### src/rtl/sbox_share_arbiter.sv
// Round-robin arbiter that shares one pipelined AES S-box (forward or inverse) among NREQ requesters.
// Inversion runs in GF((2^4)^2); the basis maps to and from it are derived at elaboration time.
module sbox_share_arbiter #(
    parameter int NREQ = 4,
    parameter int LAT  = 3,
    parameter int IDW  = $clog2(NREQ)
) (
    input  logic              clk,
    input  logic              rst_n,
    input  logic              en,
    input  logic [NREQ-1:0]   req_valid,
    input  logic [NREQ-1:0]   req_dec,
    input  logic [8*NREQ-1:0] req_data,
    output logic [NREQ-1:0]   req_ready,
    output logic              rsp_valid,
    output logic [IDW-1:0]    rsp_id,
    output logic [7:0]        rsp_data,
    output logic              busy
);
    // Datapath steps: pre-affine, basis map, GF inverse, inverse map, post-affine.
    localparam int K = 5;

    function automatic logic [3:0] gf4_mul(input logic [3:0] a, input logic [3:0] b);
        logic [3:0] p;
        logic [3:0] aa;
        p  = '0;
        aa = a;
        for (int i = 0; i < 4; i++) begin
            if (b[i]) p = p ^ aa;
            aa = {aa[2:0], 1'b0} ^ (aa[3] ? 4'h3 : 4'h0);
        end
        return p;
    endfunction

    function automatic logic [3:0] gf4_inv(input logic [3:0] a);
        logic [3:0] a2, a4, a8;
        a2 = gf4_mul(a, a);
        a4 = gf4_mul(a2, a2);
        a8 = gf4_mul(a4, a4);
        return gf4_mul(gf4_mul(a2, a4), a8);
    endfunction

    // y^2 + y + lam must be irreducible over GF(16): lam has no t with t^2 + t = lam.
    function automatic logic [3:0] find_lambda();
        logic [3:0] res;
        logic       hit;
        res = '0;
        for (int l = 15; l >= 1; l--) begin
            hit = 1'b0;
            for (int t = 0; t < 16; t++)
                if ((gf4_mul(4'(t), 4'(t)) ^ 4'(t)) == 4'(l)) hit = 1'b1;
            if (!hit) res = 4'(l);
        end
        return res;
    endfunction

    function automatic logic [7:0] gf8c_mul(input logic [7:0] a, input logic [7:0] b,
                                            input logic [3:0] lam);
        logic [3:0] hh;
        hh = gf4_mul(a[7:4], b[7:4]);
        return {hh ^ gf4_mul(a[7:4], b[3:0]) ^ gf4_mul(a[3:0], b[7:4]),
                gf4_mul(hh, lam) ^ gf4_mul(a[3:0], b[3:0])};
    endfunction

    // Composite-field root of the AES polynomial x^8 + x^4 + x^3 + x + 1.
    function automatic logic [7:0] find_beta(input logic [3:0] lam);
        logic [7:0] res, b, p2, p3, p4, p8;
        res = '0;
        for (int i = 255; i >= 2; i--) begin
            b  = 8'(i);
            p2 = gf8c_mul(b, b, lam);
            p3 = gf8c_mul(p2, b, lam);
            p4 = gf8c_mul(p2, p2, lam);
            p8 = gf8c_mul(p4, p4, lam);
            if ((p8 ^ p4 ^ p3 ^ b ^ 8'h01) == 8'h00) res = b;
        end
        return res;
    endfunction

    function automatic logic [7:0] gf_map(input logic [63:0] m, input logic [7:0] v);
        logic [7:0] r;
        r = '0;
        for (int i = 0; i < 8; i++)
            if (v[i]) r = r ^ m[8*i +: 8];
        return r;
    endfunction

    function automatic logic [63:0] calc_iso(input logic [3:0] lam);
        logic [63:0] m;
        logic [7:0]  b, p;
        b = find_beta(lam);
        p = 8'h01;
        m = '0;
        for (int i = 0; i < 8; i++) begin
            m[8*i +: 8] = p;
            p = gf8c_mul(p, b, lam);
        end
        return m;
    endfunction

    function automatic logic [63:0] calc_inv(input logic [63:0] m);
        logic [63:0] r;
        logic [7:0]  c;
        r = '0;
        for (int a = 0; a < 256; a++) begin
            c = gf_map(m, 8'(a));
            for (int j = 0; j < 8; j++)
                if (c == (8'h01 << j)) r[8*j +: 8] = 8'(a);
        end
        return r;
    endfunction

    localparam logic [3:0]  LAM     = find_lambda();
    localparam logic [63:0] ISO     = calc_iso(LAM);
    localparam logic [63:0] ISO_INV = calc_inv(ISO);

    function automatic logic [7:0] rotl(input logic [7:0] b, input int n);
        return (b << n) | (b >> (8 - n));
    endfunction

    function automatic logic [7:0] gf8c_inv(input logic [7:0] a);
        logic [3:0] d, di;
        d  = gf4_mul(gf4_mul(a[7:4], a[7:4]), LAM) ^ gf4_mul(a[7:4], a[3:0])
           ^ gf4_mul(a[3:0], a[3:0]);
        di = gf4_inv(d);
        return {gf4_mul(a[7:4], di), gf4_mul(a[7:4] ^ a[3:0], di)};
    endfunction

    function automatic logic [7:0] dp_step(input int k, input logic [7:0] v, input logic dec);
        logic [7:0] r;
        r = v;
        case (k)
            0:       r = dec ? (rotl(v, 1) ^ rotl(v, 3) ^ rotl(v, 6) ^ 8'h05) : v;
            1:       r = gf_map(ISO, v);
            2:       r = gf8c_inv(v);
            3:       r = gf_map(ISO_INV, v);
            default: r = dec ? v : (v ^ rotl(v, 1) ^ rotl(v, 2) ^ rotl(v, 3) ^ rotl(v, 4) ^ 8'h63);
        endcase
        return r;
    endfunction

    logic [IDW-1:0] last_q, last_d;
    logic [IDW-1:0] gnt_idx, scan_idx;
    logic           gnt_found;
    logic           accept;
    logic [7:0]     req_byte [NREQ];

    logic [LAT:0]   vld_pipe_q;
    logic [7:0]     st_q [LAT];
    logic [7:0]     seg  [LAT];
    logic [IDW-1:0] id_q [LAT];
    logic [LAT-1:0] dec_q;
    logic [IDW-1:0] rsp_id_q;
    logic [7:0]     rsp_data_q;
    logic           busy_q;

    for (genvar i = 0; i < NREQ; i++) begin : g_byte
        assign req_byte[i] = req_data[8*i +: 8];
    end

    // Scan from farthest to nearest so the closest valid requester after last_q wins.
    always_comb begin
        gnt_found = 1'b0;
        gnt_idx   = '0;
        scan_idx  = '0;
        for (int k = NREQ; k >= 1; k--) begin
            scan_idx = IDW'((int'(last_q) + k) % NREQ);
            if (req_valid[scan_idx]) begin
                gnt_found = 1'b1;
                gnt_idx   = scan_idx;
            end
        end
    end

    always_comb begin
        req_ready = '0;
        if (en && rst_n && gnt_found) req_ready[gnt_idx] = 1'b1;
    end

    assign accept = |(req_valid & req_ready);
    assign last_d = accept ? gnt_idx : last_q;

    // Segment s applies every step k with floor(k*LAT/K) == s.
    for (genvar s = 0; s < LAT; s++) begin : g_seg
        logic [7:0] v;
        always_comb begin
            v = st_q[s];
            for (int k = 0; k < K; k++)
                if (k * LAT / K == s) v = dp_step(k, v, dec_q[s]);
        end
        assign seg[s] = v;
    end

    always_ff @(posedge clk or negedge rst_n) begin
        if (!rst_n) begin
            last_q     <= IDW'(NREQ - 1);
            vld_pipe_q <= '0;
            busy_q     <= 1'b0;
            rsp_id_q   <= '0;
            rsp_data_q <= '0;
            dec_q      <= '0;
            for (int s = 0; s < LAT; s++) begin
                st_q[s] <= '0;
                id_q[s] <= '0;
            end
        end else begin
            last_q     <= last_d;
            vld_pipe_q <= {vld_pipe_q[LAT-1:0], accept};
            busy_q     <= accept | (|vld_pipe_q[LAT-1:0]);
            if (accept) begin
                st_q[0]  <= req_byte[gnt_idx];
                id_q[0]  <= gnt_idx;
                dec_q[0] <= req_dec[gnt_idx];
            end
            for (int s = 1; s < LAT; s++) begin
                st_q[s]  <= seg[s-1];
                id_q[s]  <= id_q[s-1];
                dec_q[s] <= dec_q[s-1];
            end
            if (vld_pipe_q[LAT-1]) begin
                rsp_data_q <= seg[LAT-1];
                rsp_id_q   <= id_q[LAT-1];
            end
        end
    end

    assign rsp_valid = vld_pipe_q[LAT];
    assign rsp_id    = rsp_id_q;
    assign rsp_data  = rsp_data_q;
    assign busy      = busy_q;

endmodule
### config.mk
export PLATFORM = sky130hd
export DESIGN_NAME = sbox_share_arbiter
export DESIGN_NICKNAME = d
export VERILOG_FILES = /design/src/rtl/sbox_share_arbiter.sv
export SDC_FILE = /design/constraint.sdc
export NUM_CORES = 1
export LEC_CHECK = 0
export CORE_ASPECT_RATIO = 2
export CORE_MARGIN = 1.5
export CORE_UTILIZATION = 51
export CTS_CLUSTER_DIAMETER = 80
export CTS_CLUSTER_SIZE = 14
export DETAILED_ROUTE_END_ITERATION = 10
export GPL_TIMING_DRIVEN = 0
export PLACE_DENSITY_LB_ADDON = 0.3
export SLEW_MARGIN = 20
export SYNTH_ARGS = -nofsm -noshare
export SYNTH_HDL_FRONTEND = slang
export SYNTH_SLANG_ARGS = --single-unit
### constraint.sdc
create_clock -name clk -period 4.8 [get_ports clk]
set_input_delay 0.96 -clock clk [delete_from_list [all_inputs] [get_ports clk]]
set_output_delay 0.96 -clock clk [all_outputs]
set_load 0.02 [all_outputs]
==> metrics <==
outcome finished with violations; failing checks setup timing; clk_lat worst skew 0.30 ns; Arr. time, crit path 5.00 ns; total global routing overflow 0; Critical Path Source st_q[11]; min Tclk post-route 4.827 ns; drt wl/cell 18.13 um; #FFs+latches synth 50; Layout Nets 650; area growth from synthesis to layout 37.01%; skew final 0.006467 ns; R2R Setup Slk -0.03 ns; CP Capture Type flop; M3 GR Usage 3.274%; Post-DRT Antenna Nets 0; family with the most delay on the worst path XOR/XNOR gates; Post-route DRC 0; Final Hold Viols 0; Slew @ Worst Pin 0.7283 ns; area fraction of the dominant cell type after synthesis 26.84%; CTS clk-pin slew, worst paths 0.07 ns; syn_area_per_cell 9.060 sq um; Critical R2R Capture st_q[3]; cell taking the most area after synthesis dfrtp_1; Mapped Nets 543; layout cell share with drive strength beyond 1 27.74%; final instance area 6132 sq um; DIE HEIGHT 135.5 um; vias in the first global route 4225; final cell count without fillers 702; GR Util met2 54.06%; setup ws final -0.02733 ns; largest stage delay on the critical path 0.48 ns; crit path to st_q[3]; first-pass GRT wire length 19470 um; antenna fix cells 0; CTS sink cnt 50; grt peak-use layer met2; Slew headroom 51.07%; dpl hpwl 8840 um; synthesized area 4476 sq um; largest net degree at the start of global routing 35; routed vias/inst 5.842; most frequently used flop master after synthesis dfrtp_1; effective utilization at floorplan 52.11%; cells after synthesis 494; via count 4101; placed inst area 5220 sq um; number of flops mapped to enable cells by yosys 0; Final period util 100.6%; R2R depth 25; Total GRT Usage 25.83%; Crit path buffers/inverters 6; sequential-to-total area share from yosys stat 28.01%; grt met1 use 21.99%; Inst Count DP 653; TNS Setup -0.07351 ns; fmax 207.2 MHz; First DRT Iteration DRCs 361; die area 9381 sq um; First-pass DRT Iterations 4; Filler Cell Count 614; Core Box Area 8588 sq um; H-tree Lvls 2; TritonCTS clock tree done; Hold Crit Class flop to flop; Crit path depth 25; RSZ-0062 raised after global routing true; WP data required 4.97 ns; YS warnings 0; Total Wirelength 12730 um; hold_buf cts 0; largest cells by area after synthesis dfrtp_1, xnor2_1, mux2i_1; post-synthesis cell type count 70; clock root cell clkbuf_16; row cnt 48; r2r startpoint st_q[11]; Die Width 69.24 um; startpoint types flop; Final Slew Violations 0; Synth async-reset ratio 100.0%; endpoints failing setup 4; Clock Path Buffers 2; global placement routability congestion 0.9281; slowest CP cell a2111o_1; PortBufs 58; IO Pins 59; antenna violations before repair 0; WS Path Type flop to flop; total of max-cap violations 0; hold path cells 0; Worst Hold Slack 0.3510 ns; total CTS buffers 5; CP max FO 5
==> cell type report <==
cell class / count / area, sq um / share of cell area [%]
Multi-Input combinational cell: 397 / 3381 / 55.13
Clock inverter: 2 / 15.01 / 0.2448
Tap cell: 100 / 125.1 / 2.040
Timing Repair Buffer: 103 / 930.9 / 15.18
Buffer: 32 / 232.7 / 3.795
Clock buffer: 6 / 128.9 / 2.102
Inverter: 12 / 62.56 / 1.020
Sequential cell: 50 / 1256 / 20.49
==> stage by stage <==
stage / utilization (%) / setup slack (ns)
after detailed placement: 60.78 / -0.7090
after CTS: 67.80 / 0.008494
final: 71.40 / -0.02733
after global placement: 60.61 / -0.9877
after global routing: 71.40 / -0.1503
after floorplan: - / 0.001880
==> cells in the final DEF (no fill, tap or decap), drive strengths merged, types with 2 or more instances in the layout <==
cell type      instances
xnor2                 82
buf                   66
clkdlybuf4s50         57
dfrtp                 48
nand2                 45
nor2                  41
a21oi                 40
xor2                  24
mux2i                 20
clkbuf                18
a211oi                14
mux2                  13
inv                   11
nor2b                 10
o21ai                 10
nand2b                 9
a31oi                  7
nor3                   6
ha                     6
nand3                  5
and3                   5
or3                    5
o211ai                 4
or4                    4
o311ai                 4
a211o                  3
o32ai                  3
or3b                   3
o31ai                  3
xnor3                  3
a2111oi                3
nand3b                 2
nor3b                  2
a21o                   2
nand4                  2
clkinvlp               2
dfstp                  2
o221ai                 2
==> Yosys cell counts, types with 3 or more instances <==
cell       n
nand2b_1   9
nand3_1    5
o211ai_1   4
inv_1     11
a211o_1    3
a211oi_1  13
dfrtp_1   48
xnor2_1   75
nor2_1    40
xnor2_2    7
mux2i_1   20
nand2_1   44
or4_1      4
buf_4      7
o31ai_1    3
o21ai_0    9
xnor3_1    3
o311ai_0   3
nor2b_1   10
nor3_1     6
buf_6      4
mux2_2    13
buf_2      9
xor2_1    22
o32ai_1    3
a21oi_1   38
ha_1       6
or3_1      4
clkbuf_1  14
and3_1     4
a31oi_1    5
==> state kept, by name, indices dropped and copies added (netlist names) <==
signal and cells:
busy 1, dec_q 3, id_q 6, last_q 2, rsp_data 8, rsp_id 2, st_q 24, vld_pipe_q 4
==> what timing repair did <==
item,4_1_cts,5_1_grt
hold endpoints to repair,0,0
pin swaps,37,46
setup endpoints to repair,8,9
setup buffers,27,16
cloned,1,0
gates resized for setup,57,48
==> per-layer routing <==
metal	wire [um]	vias up
met2	7440	150
met3	417	52
li1	-	1914
met1	4132	1985
met4	739	0
met5	0	-
==> worst min-delay path by stage <==
stage	startpoint	to
after floorplan	dec_q[1]	dec_q[2]
after global placement	id_q[3]	id_q[1]
after detailed placement	id_q[3]	id_q[1]
after CTS	id_q[3]	id_q[1]
after global routing	id_q[3]	id_q[1]
final	id_q[3]	id_q[1]
==> cell families after synthesis <==
group,synth area share (%)
compound gates,16.89
xor+xnor,24.29
fa+ha+maj,1.677
buf+inv,5.451
flops,28.01
mux,7.744
simple gates,15.93
==> worst register-to-register path, stage by stage, from the launching register on <==
cell      delay (ns)
dfrtp_1         0.39
buf_6           0.14
inv_8           0.06
ha_4            0.19
buf_6           0.13
xor2_2          0.14
mux2i_1         0.21
mux2_4          0.36
and3_4          0.19
nor2_4          0.19
xnor2_4         0.15
xnor2_1         0.15
ha_2            0.32
buf_8           0.14
nand2_4         0.05
a21oi_2         0.03
a211oi_2        0.15
a31oi_1         0.07
a2111o_1        0.48
buf_6           0.16
buf_4           0.15
nand2_1         0.11
xor2_2          0.18
xnor2_2         0.17
xor2_2          0.29
xnor2_1         0.13
Power is left out: the tool's default activity adds up to more than one toggle a clock period on the data nets, which glitch-free logic cannot reach.
